**config.mk**
```make
export PLATFORM = sky130hd
export DESIGN_NAME = seg7_scan_driver
export DESIGN_NICKNAME = d
export VERILOG_FILES = /design/src/rtl/seg7_pkg.sv /design/src/rtl/hex_to_seg7.sv /design/src/rtl/seg7_scan_driver.sv
export SDC_FILE = /design/constraint.sdc
export NUM_CORES = 1
export LEC_CHECK = 0
export CAP_MARGIN = 30
export CORE_MARGIN = 10
export CORE_UTILIZATION = 34
export CTS_CLUSTER_SIZE = 25
export DETAILED_ROUTE_END_ITERATION = 6
export DONT_BUFFER_PORTS = 1
export SYNTH_ARGS = -nofsm -noshare
export SYNTH_HDL_FRONTEND = slang
export SYNTH_SLANG_ARGS = --single-unit
export TNS_END_PERCENT = 10
```
**constraint.sdc**
```tcl
create_clock -name clk -period 6 [get_ports clk]
set_input_delay 0.6 -clock clk [delete_from_list [all_inputs] [get_ports clk]]
set_output_delay 0.6 -clock clk [all_outputs]
set_load 0.1 [all_outputs]
```
**src/rtl/seg7_pkg.sv**
```systemverilog
// Shared constants for the 8-digit common-anode seven-segment scan driver.
package seg7_pkg;

  // Every segment off, including the decimal point (active-low).
  localparam logic [7:0] SEG_BLANK = 8'hFF;
  // No digit enabled (active-low).
  localparam logic [7:0] AN_OFF    = 8'hFF;
  // Segments a..g all off.
  localparam logic [6:0] SEG_OFF   = 7'h7F;

  // Hex digit -> {g,f,e,d,c,b,a}, active-low. Index 15 is listed first.
  localparam logic [15:0][6:0] HEX_SEG = {
    7'h0E, 7'h06, 7'h21, 7'h46,   // F E d C
    7'h03, 7'h08, 7'h10, 7'h00,   // b A 9 8
    7'h78, 7'h02, 7'h12, 7'h19,   // 7 6 5 4
    7'h30, 7'h24, 7'h79, 7'h40    // 3 2 1 0
  };

  // Blink phase: lit half-period, then blanked half-period.
  typedef enum logic {
    PH_SHOW  = 1'b0,
    PH_BLANK = 1'b1
  } blink_phase_t;

endpackage

```
**src/rtl/hex_to_seg7.sv**
```systemverilog
// Combinational hex nibble to active-low a..g segment pattern.
module hex_to_seg7
  import seg7_pkg::*;
(
  input  logic [3:0] nibble,
  output logic [6:0] seg
);

  // Straight table lookup; the decimal point is handled by the caller.
  assign seg = HEX_SEG[nibble];

endmodule

```
**src/rtl/seg7_scan_driver.sv**
```systemverilog
// Time-multiplexed 8-digit seven-segment driver with per-frame input snapshot,
// hex decode, per-digit blink and optional leading-zero blanking.
module seg7_scan_driver
  import seg7_pkg::*;
#(
  parameter int SCAN_DIV     = 50000,
  parameter int BLINK_FRAMES = 64
) (
  input  logic        clk,
  input  logic        rst,
  input  logic        EN,
  input  logic [31:0] Disp_num,
  input  logic [7:0]  point_in,
  input  logic [7:0]  blink_in,
  input  logic        lzs,
  output logic [7:0]  AN,
  output logic [7:0]  SEGMENT,
  output logic        frame_done
);

  localparam int PW = (SCAN_DIV > 1) ? $clog2(SCAN_DIV) : 1;
  localparam int BW = (BLINK_FRAMES > 1) ? $clog2(BLINK_FRAMES) : 1;

  logic [PW-1:0] prescaler;
  logic [2:0]    digit;
  logic          tc;
  logic          boundary;

  logic          first;
  logic [31:0]   snap_num;
  logic [7:0]    snap_pt;
  logic [7:0]    snap_bl;
  logic [31:0]   eff_num;
  logic [7:0]    eff_pt;
  logic [7:0]    eff_bl;

  blink_phase_t  phase;
  blink_phase_t  phase_next;
  logic [BW-1:0] blink_cnt;
  logic [BW-1:0] blink_cnt_next;

  logic [3:0]    nibble;
  logic [6:0]    hex_seg;
  logic [31:0]   upper;
  logic          lz_blank;
  logic          bl_blank;
  logic [7:0]    seg_next;

  assign tc       = (prescaler == PW'(SCAN_DIV - 1));
  assign boundary = tc && (digit == 3'd7);

  // On the very first edge out of reset the snapshot registers still hold
  // zero, so the live inputs are used directly; this makes the first lit
  // digit already show the captured word.
  assign eff_num = first ? Disp_num : snap_num;
  assign eff_pt  = first ? point_in : snap_pt;
  assign eff_bl  = first ? blink_in : snap_bl;

  // Prescaler and digit counter: one digit per SCAN_DIV cycles, 0..7 wrapping.
  always_ff @(posedge clk or negedge rst) begin
    if (!rst) begin
      prescaler <= '0;
      digit     <= 3'd0;
    end else if (tc) begin
      prescaler <= '0;
      digit     <= digit + 3'd1;
    end else begin
      prescaler <= prescaler + PW'(1);
    end
  end

  // Snapshot: forced on the first edge after reset, then only at frame
  // boundaries with EN high, so a frame never mixes two words.
  always_ff @(posedge clk or negedge rst) begin
    if (!rst) begin
      first    <= 1'b1;
      snap_num <= '0;
      snap_pt  <= '0;
      snap_bl  <= '0;
    end else begin
      first <= 1'b0;
      if (first || (boundary && EN)) begin
        snap_num <= Disp_num;
        snap_pt  <= point_in;
        snap_bl  <= blink_in;
      end
    end
  end

  // Blink state register: phase bit plus frame counter.
  always_ff @(posedge clk or negedge rst) begin
    if (!rst) begin
      phase     <= PH_SHOW;
      blink_cnt <= '0;
    end else begin
      phase     <= phase_next;
      blink_cnt <= blink_cnt_next;
    end
  end

  // Blink next state: count frames, flip phase when the count wraps.
  always_comb begin
    phase_next     = phase;
    blink_cnt_next = blink_cnt;
    if (boundary) begin
      if (blink_cnt == BW'(BLINK_FRAMES - 1)) begin
        blink_cnt_next = '0;
        phase_next     = (phase == PH_SHOW) ? PH_BLANK : PH_SHOW;
      end else begin
        blink_cnt_next = blink_cnt + BW'(1);
      end
    end
  end

  assign nibble = eff_num[{digit, 2'b00} +: 4];

  hex_to_seg7 u_hex (
    .nibble (nibble),
    .seg    (hex_seg)
  );

  // A digit is a leading zero when it and every more significant nibble is 0.
  assign upper    = eff_num >> {digit, 2'b00};
  assign lz_blank = lzs && (digit != 3'd0) && (upper == 32'd0);
  assign bl_blank = (phase == PH_BLANK) && eff_bl[digit];

  // Segment selection: blink blank wins over zero blanking over decode.
  always_comb begin
    seg_next = {~eff_pt[digit], hex_seg};
    if (bl_blank) begin
      seg_next = SEG_BLANK;
    end else if (lz_blank) begin
      seg_next = {~eff_pt[digit], SEG_OFF};
    end
  end

  // Registered outputs, one cycle behind the digit counter.
  always_ff @(posedge clk or negedge rst) begin
    if (!rst) begin
      AN         <= AN_OFF;
      SEGMENT    <= SEG_BLANK;
      frame_done <= 1'b0;
    end else begin
      AN         <= ~(8'b1 << digit);
      SEGMENT    <= seg_next;
      frame_done <= boundary;
    end
  end

endmodule

```
==> impl_results.md, run 1 <==
* Status: complete, no violations
* Crit path launch type: register
* Distinct cells, synth at 58
* Post-DP HPWL at 9260 µm
* CP top delay family: compound AO/OA/AOI/OAI gates
* 1st-iter DRT viols at 284
* Setup TNS at 0 ns
* Top FF cell, synth: dfrtp_1
* Slew HR at 0.385
* Synth Register Bits at 92
* Worst setup path category: reg -> reg
* # H-tree levels at 3
* Layout cells sized above 1 at 0.278
* Drt first pass iters at 4
* Synth-to-Final Area Change at 9.25%
* # diodes at 0
* Final setup fails at 0
* Commonest non-fill, non-tap cell in the layout: dfrtp_1
* Critical Path End Type: register
* WHS at 0.0817 ns
* Max-slew violation count at 0
* Clock root buffer master: clkbuf_16
* FFs w/ async S/R, synth at 1.00
* Worst clock skew at 0.0114 ns
* Flop-to-flop setup slack at 2.10 ns
* Largest net degree at the start of global routing at 76
* Crit path max fanout at 26
* Post-synth EDFFs at 0
* Cell Pwr Density at 256 nW/µm²
* Syn Area/Cell at 11.9 µm²
* Final Wtd Congestion at 0.823
* Total global routing overflow at 0
* Die height at 145 µm
* Total of warnings raised by yosys at 0
* WL/cell at 19.3 µm
* ANT nets after route at 0
* Rows at 45
* CTS sink count at 92
* # port buffers at 0
* Total CTS buffers at 9
* Mapped Nets at 516
* Full die area at 21100 µm²
* CORE AREA at 15300 µm²
* Final instance area at 5830 µm²
* Clock-pin slew on the worst setup and hold paths at 0.07 ns
* Number of max-cap violations at 0
* Post-Syn Area at 5340 µm²
* Crit path largest cell delay at 0.93 ns
* Vias in the first global route at 3669
* Worst Tran Pin Value at 0.917 ns
* Buf/Inv on CP at 1
* CTS tree: done
* Gr usage total at 0.121
* Final Critical Period at 3.90 ns
* Most frequent cells in the layout: 75 x dfrtp_1, 34 x nand2_1, 34 x nor2_1, 34 x mux2_2, 25 x mux4_2
* CP max stage cell: dfstp_2
* Routed via count at 3578
* Vias per cell at 5.42
* Global-route wire length before repair at 20500 µm
* Starting Density at 0.349
* Worst endpoint required time at 6.22 ns
* Final Hold Fails at 0
* RSZ-0062 raised after global routing: false
* Post-placement cell area at 5520 µm²
* CP arrival at 4.11 ns
* Nets@finish at 510
* HP Class: in -> async
* DRC viols at 0
* Clk buf depth at 2
* Final wirelength at 12800 µm
* Synth Instances at 450
* Initial antenna violation count at 0
* VDD IR-drop max at 0.000119 V
* Fin crit share at 0.649
* Register area share after synthesis at 0.435
* Skew-Pair Late Insertion Delay at 0.36 ns
* Die Width at 145 µm
* Peak Freq at 0.257 GHz
* P_leak at 2.31 nW
* Crit path cell chain: buf_4, mux4_2, o21ai_0, nor2_1, a311oi_2, ha_1, nand3_1, a21oi_1, o211ai_1, o21a_1, o311ai_0
* I/O Pins at 69
## through the flow
stage               worst slack [ns]  cells  total power [mW]  utilization
floorplan                       3.10    450             0.910            -
global placement                2.33    643             0.937        0.360
detailed placement              2.13    643             0.942        0.360
CTS                             2.11    660              1.51        0.381
global route                    1.78    660              1.55        0.381
finish                          2.10    660              1.49        0.381
## sequential cells by signal, indices dropped and copies added (netlist names)
name	flops
digit	3
phase	1
snap_num	32
frame_done	1
AN	8
prescaler	16
SEGMENT	8
blink_cnt	6
snap_pt	8
snap_bl	8
first	1
## final timing paths
kind                            cells after the start          from      endpoint
worst min-delay path                                0           rst    SEGMENT[7]
min in group clk                                    1   blink_in[5]    snap_bl[5]
worst min register to register                      1  blink_cnt[4]  blink_cnt[4]
worst max register to register                     11         first    SEGMENT[2]
max in group asynchronous                           1           rst   snap_num[2]
worst max-delay path                               11         first    SEGMENT[2]
## repair_timing
action / CTS / global route
endpoints found under the hold margin: 75 / 0
gates resized for setup: 0 / 0
setup buffers: 0 / 0
hold buffers: 1 / 0
## synth_stat cells (all sizes together), types with 5 or more instances
master,count,share of area
nor2,34,0.024
o21ai,12,0.012
xnor2,14,0.023
inv,10,0.0070
and3,7,0.0082
buf,17,0.021
dfstp,17,0.084
mux2,54,0.13
nand3,14,0.013
nor3,17,0.016
nor4,10,0.015
nor2b,5,0.0059
ha,14,0.033
mux4,25,0.11
dfrtp,75,0.35
clkbuf,6,0.0042
nor4b,8,0.013
mux2i,8,0.015
nand2,34,0.024
a21oi,7,0.0073
## report_power, final
part / total, mW / switching, mW / internal (mW)
combinational: 0.173 / 0.0735 / 0.0994
clock: 0.551 / 0.256 / 0.295
sequential: 0.770 / 0.0992 / 0.671
## layer usage
metal	vias up	routed length (µm)	global-route usage
met5	-	0	0
met4	0	195	0.0460
met3	12	961	0.0487
met2	81	5820	0.183
met1	1809	5790	0.152
li1	1676	-	-
## logic make-up (layout without fill, tap and decap cells)
group	Yosys count	after routing	synth area share
compound gates	51	51	0.0689
xor+xnor	18	18	0.0295
fa+ha+maj	14	14	0.0328
buf+inv	34	33	0.0328
flops	92	92	0.435
mux	87	87	0.248
other cells	1	1	0.000702
simple gates	153	153	0.152
## final cells by class
type / count / area, µm²
clock buffers: 10 / 239
clock inverters: 6 / 47.5
fillers: 1510 / 9480
inverters: 11 / 41.3
multi-input cells: 324 / 2850
flip-flops and latches: 92 / 2320
well taps: 211 / 264
repair buffers: 6 / 65.1
## worst register-to-register path: cells and delay by family, from the launching register on
| kind | cells | cell delay (ns) |
|---|---|---|
| flops | 1 | 0.93 |
| buf+inv | 1 | 0.38 |
| fa+ha+maj | 1 | 0.32 |
| mux | 1 | 0.53 |
| compound gates | 6 | 1.39 |
| simple gates | 2 | 0.20 |
(Power assumes the default switching activity.)
==> run 2, diff against run 1 <==
clock period = 3.55 ns   (was 6 ns; I/O delays follow)
==> run 2 against run 1 <==
  * Non-clock buffer count rose by 10
  * Sequential share of layout area down 0.49 points
  * Combinational power increased by 74%
  * Power up 69%
  * Worst setup slack worse by 1.9 ns
  * Clock-buffer cell count grew 1
  * Largest power group unchanged
  * Largest cell class unchanged
  * Global-route usage increased by 0.27 points
==> impl_results.md, run 2 (synthesis gave the netlist of run 1 again) <==
* Vias per cell at 5.33 (-1.7%)
* # H-tree levels at 3 (unchanged)
* 1st-iter DRT viols at 272 (-4.2%)
* Clock share of power at 0.366 (-0.003)
* Cell Pwr Density at 428 nW/µm² (+67%)
* CP max stage cell: dfstp_2
* # port buffers at 0 (unchanged)
* Comb pwr share at 0.119 (+0.003)
* Worst clock skew at 0.00938 ns (-0.00207 ns)
* Post-CTS setup buffers at 0 (unchanged)
* GR Util met3 at 0.0633 (+0.0146)
* Slew HR at 0.423 (+0.0378)
* Worst endpoint required time at 3.81 ns (-2.41 ns)
* Die height at 145 µm (unchanged)
* Most frequent cells in the layout: 75 x dfrtp_1, 34 x nand2_1, 34 x nor2_1, 34 x mux2_2, 25 x mux4_2
* Top Usage Layer GRT: met2
* Crit path largest cell delay at 0.88 ns (-0.05 ns)
* CP arrival at 3.57 ns (-0.54 ns)
* Clock root buffer master: clkbuf_16
* Status: complete, no violations
* Global routing usage on met1 at 0.149 (-0.00289)
* Psw at 721 µW (+68%)
* Number of max-cap violations at 0 (unchanged)
* CP top delay family: multiplexers
* Worst setup path category: reg -> reg
* DRC viols at 0 (unchanged)
* P_leak at 2.35 nW (+1.9%)
* VDD IR-drop max at 0.000198 V (+65%)
* Peak Freq at 0.302 GHz (+18%)
* I/O Pins at 69 (unchanged)
* Fill cell count at 1497 (-0.86%)
* Rows at 45 (unchanged)
* Fin crit share at 0.932 (+0.282)
* # diodes at 0 (unchanged)
* Buf/Inv on CP at 1 (unchanged)
* CTS sink count at 92 (unchanged)
* Vias in the first global route at 3671 (+0.055%)
* Full die area at 21100 µm² (unchanged)
* Synth-to-Final Area Change at 10.6%
* Final Wtd Congestion at 0.857 (+4.1%)
* Skew-Pair Late Insertion Delay at 0.35 ns (about the same)
* Internal Power at 1.81 mW (+70%)
* Commonest non-fill, non-tap cell in the layout: dfrtp_1
* Critical Path End Type: register
* Biggest regs: snap_num x32, prescaler x16
* Clk buf depth at 2 (unchanged)
* Final Hold Fails at 0 (unchanged)
* Max-slew violation count at 0 (unchanged)
* Post_cts resized at 0 (unchanged)
* Nets@finish at 520 (+2.0%)
* WHS at 0.146 ns (+0.0639 ns)
* HP Class: in -> reg
* Total global routing overflow at 0 (unchanged)
* Crit path cell chain: buf_4, mux4_2, and2_1, a21oi_1, nand2_1, o21ai_1, mux2_2, o211ai_1
* Starting Density at 0.349 (unchanged)
* Final Critical Period at 3.31 ns (-0.588 ns)
* GR Layer Usage met2 at 0.191 (+0.00777)
* Clock-pin slew on the worst setup and hold paths at 0.07 ns (about the same)
* ANT nets after route at 0 (unchanged)
* Layout cells sized above 1 at 0.288 (+0.00919)
* Die Width at 145 µm (unchanged)
* Largest net degree at the start of global routing at 93 (+22%)
* Switching Share at 0.285 (-0.00156)
* Crit path launch type: register
* Initial antenna violation count at 0 (unchanged)
* Crit path max fanout at 28 (+7.7%)
* Drt first pass iters at 4 (unchanged)
* Largest Register: snap_num
* Global-route wire length before repair at 20900 µm (+2.1%)
* Share of total power in sequential cells at 0.515 (about the same)
* Final wirelength at 13000 µm (+1.9%)
* Total CTS buffers at 9 (unchanged)
* Post-DP HPWL at 9810 µm (+5.9%)
* Gr usage total at 0.124 (+0.00268)
* Max reg flops at 32 (unchanged)
* Setup TNS at 0 ns (unchanged)
* CTS tree: done
* RSZ-0062 raised after global routing: false
* CORE AREA at 15300 µm² (unchanged)
* Routed via count at 3572 (-0.17%)
* Final setup fails at 0 (unchanged)
* Worst Tran Pin Value at 0.866 ns (-0.0511 ns)
* WL/cell at 19.4 µm (+0.36%)
[run 2: stage by stage]
step / utilization / std cells / instance area [µm²] / setup slack, ns / power [mW]
floorplan: - / 450 / 5340 / 0.646 / 1.54
global placement: 0.365 / 652 / 5580 / 0.411 / 1.59
detailed placement: 0.365 / 652 / 5580 / 0.282 / 1.60
CTS: 0.386 / 670 / 5910 / 0.270 / 2.56
global route: 0.386 / 670 / 5910 / 0.0585 / 2.64
finish: 0.386 / 670 / 5910 / 0.242 / 2.53
[run 2: worst paths after layout]
path / end / from / cells after the start / slack [ns]
hold / removal: snap_bl[4] / blink_in[4] / 1 / 0.15
hold reg to reg: phase / phase / 1 / 0.48
setup / recovery: SEGMENT[4] / first / 8 / 0.24
setup reg to reg: SEGMENT[4] / first / 8 / 0.24
min in group asynchronous: blink_cnt[3] / rst / 2 / 0.56
max in group asynchronous: SEGMENT[4] / rst / 2 / 2.59
[run 2: repair_timing]
item,4_1_cts,5_1_grt
hold buffers,2,0
hold endpoints to repair,92,0
endpoints found under the setup margin,0,0
[run 2: worst reg2reg max path: stages (launching register included)]
cell	delay (ns)
dfstp_2	0.88
buf_4	0.39
mux4_2	0.54
and2_1	0.16
a21oi_1	0.26
nand2_1	0.12
o21ai_1	0.29
mux2_2	0.39
o211ai_1	0.19
[run 2: power groups by stage]
stage / combinational [mW] / sequential, mW / clock, mW
global route: 0.329 / 1.31 / 0.995
global placement: 0.268 / 1.32 / 0
floorplan: 0.243 / 1.30 / 0
detailed placement: 0.277 / 1.32 / 0
CTS: 0.304 / 1.30 / 0.951
finish: 0.301 / 1.30 / 0.925
[run 2: layer usage]
layer	vias up	routed length, µm
li1	1680	-
met1	1805	5490
met2	77	6170
met3	10	1200
met4	0	143
met5	-	0
[run 2: layout make-up]
cell class / count / area, µm² / area share
clock buffers: 11 / 243 / 0.0411
clock inverters: 5 / 43.8 / 0.00741
inverters: 11 / 41.3 / 0.00699
multi-input cells: 324 / 2850 / 0.482
flip-flops and latches: 92 / 2320 / 0.393
well taps: 211 / 264 / 0.0447
repair buffers: 16 / 143 / 0.0241
==> run 3, diff against run 2 <==
MAX_ROUTING_LAYER = met4   (was default)
==> run 3 against run 2 <==
  * Register-to-register slack hardly changed
  * Worst hold slack worse by 0.0012 ns
  * Clock-buffer cell count stayed put
  * First-iteration DRC count is 32% higher
  * Sequential cell count stayed put
  * Global-route usage is 0.37 points higher
  * Worst setup slack better by 0.0025 ns
  * Design area stayed put
  * Sequential share of layout area stayed put
  * Clock skew is 0.00068 ns lower
  * Core utilization stayed put
  * Clock power hardly changed
==> impl_results.md, run 3 (synthesis gave the netlist of run 1 again) <==
* DRC viols at 0 (unchanged)
* Slew HR at 0.423 (about the same)
* Status: complete, no violations
* Crit path cell chain: buf_4, mux4_2, and2_1, a21oi_1, nand2_1, o21ai_1, mux2_2, o211ai_1
* Most frequent cells in the layout: 75 x dfrtp_1, 34 x nand2_1, 34 x nor2_1, 34 x mux2_2, 25 x mux4_2
* Total CTS buffers at 9 (unchanged)
* Final wirelength at 13000 µm (about the same)
* Vias in the first global route at 3665 (-0.16%)
* CP top delay family: multiplexers
* Final Wtd Congestion at 0.871 (+1.6%)
* Clock root buffer master: clkbuf_16
* # diodes at 0 (unchanged)
* Post-DP HPWL at 9810 µm (unchanged)
* Largest Register: snap_num
* Crit path largest cell delay at 0.88 ns (about the same)
* Number of max-cap violations at 0 (unchanged)
* ANT nets after route at 0 (unchanged)
* Nets@finish at 520 (unchanged)
* Max-slew violation count at 0 (unchanged)
* Worst endpoint required time at 3.81 ns (about the same)
* Die Width at 145 µm (unchanged)
* Vias per cell at 5.36 (+0.53%)
* Buf/Inv on CP at 1 (unchanged)
* Flop-to-flop setup slack at 0.24 ns (about the same)
* Final setup fails at 0 (unchanged)
* Max reg flops at 32 (unchanged)
* RR Startpoint: first
* Initial antenna violation count at 0 (unchanged)
* Total chip power at 2.53 mW (about the same)
* Worst setup path category: reg -> reg
* Biggest regs: snap_num x32, prescaler x16
* Final Critical Period at 3.31 ns (-0.00246 ns)
* Full die area at 21100 µm² (unchanged)
* Gr usage total at 0.127 (+0.00366)
* Worst Tran Pin Value at 0.866 ns (-0.000327 ns)
* Critical Path End Type: register
* WL/cell at 19.4 µm (about the same)
* I/O Pins at 69 (unchanged)
* Clk buf depth at 2 (unchanged)
* Cell Pwr Density at 428 nW/µm² (about the same)
* # port buffers at 0 (unchanged)
* Setup TNS at 0 ns (unchanged)
* Commonest non-fill, non-tap cell in the layout: dfrtp_1
* Fin crit share at 0.931 (about the same)
* Drt first pass iters at 4 (unchanged)
* Global-route wire length before repair at 21000 µm (about the same)
* Total global routing overflow at 0 (unchanged)
* Synth-to-Final Area Change at 10.6% (unchanged)
* Crit path max fanout at 28 (unchanged)
* Post-CTS setup buffers at 0 (unchanged)
* HP Start: blink_in[4]
* CP max stage cell: dfstp_2
* Critical Path Source: first
* Skew-Pair Late Insertion Delay at 0.35 ns (about the same)
* Final Hold Fails at 0 (unchanged)
* CTS sink count at 92 (unchanged)
* Rows at 45 (unchanged)
* Die height at 145 µm (unchanged)
* Clock-pin slew on the worst setup and hold paths at 0.07 ns (about the same)
* # H-tree levels at 3 (unchanged)
* Layout cells sized above 1 at 0.288 (unchanged)
* CORE AREA at 15300 µm² (unchanged)
* VDD IR-drop max at 0.000198 V (+0.38%)
* Crit path launch type: register
* Starting Density at 0.349 (unchanged)
* Routed via count at 3591 (+0.53%)
* P_leak at 2.35 nW (unchanged)
* CP arrival at 3.57 ns (about the same)
* Peak Freq at 0.303 GHz (about the same)
* HP Class: in -> reg
* 1st-iter DRT viols at 358 (+32%)
* Worst clock skew at 0.00870 ns (-0.000676 ns)
* Largest net degree at the start of global routing at 93 (unchanged)
* CTS tree: done
* RSZ-0062 raised after global routing: false
[run 3: cell counts in the layout (fill, tap and decap cells not counted)]
No cell type changed its count.
[run 3: stage by stage]
| step | cells | cell area (µm²) | util | hold slack (ns) | setup slack [ns] |
|---|---|---|---|---|---|
| floorplan | 450 | 5340 | - | 0.0594 | 0.646 |
| global placement | 652 | 5580 | 0.365 | 0.0654 | 0.411 |
| detailed placement | 652 | 5580 | 0.365 | 0.0645 | 0.282 |
| CTS | 670 | 5910 | 0.386 | 0.132 | 0.270 |
| global route | 670 | 5910 | 0.386 | 0.128 | 0.0579 |
| finish | 670 | 5910 | 0.386 | 0.144 | 0.245 |
[run 3: path summary, 6_finish.rpt]
kind,to,cells after the start
worst max-delay path,SEGMENT[4],8
worst min-delay path,snap_bl[4],1
worst max register to register,SEGMENT[4],8
worst min register to register,phase,1
max in group asynchronous,first,2
min in group asynchronous,blink_cnt[4],2
[run 3: power by group]
part	internal (mW)	total, mW	switching, mW
registers	1.13	1.30	0.169
clock network	0.502	0.925	0.422
logic	0.171	0.301	0.130
[run 3: metal layers]
| metal | GRT usage | part of all wire |
|---|---|---|
| met5 | - | 0 |
| met4 | 0.0334 | 0.010 |
| met3 | 0.0624 | 0.093 |
| met2 | 0.190 | 0.47 |
| met1 | 0.150 | 0.42 |
[run 3: layout make-up]
class / instances / area, µm²
flip-flops and latches: 92 / 2320
clock buffers: 11 / 243
inverters: 11 / 41.3
well taps: 211 / 264
multi-input cells: 324 / 2850
repair buffers: 16 / 143
clock inverters: 5 / 43.8
fillers: 1497 / 9410
[run 3: timing repair]
| item | 4_1_cts | 5_1_grt |
|---|---|---|
| gates resized for setup | 0 | 0 |
| hold buffers | 2 | 0 |
| hold endpoints to repair | 92 | 0 |
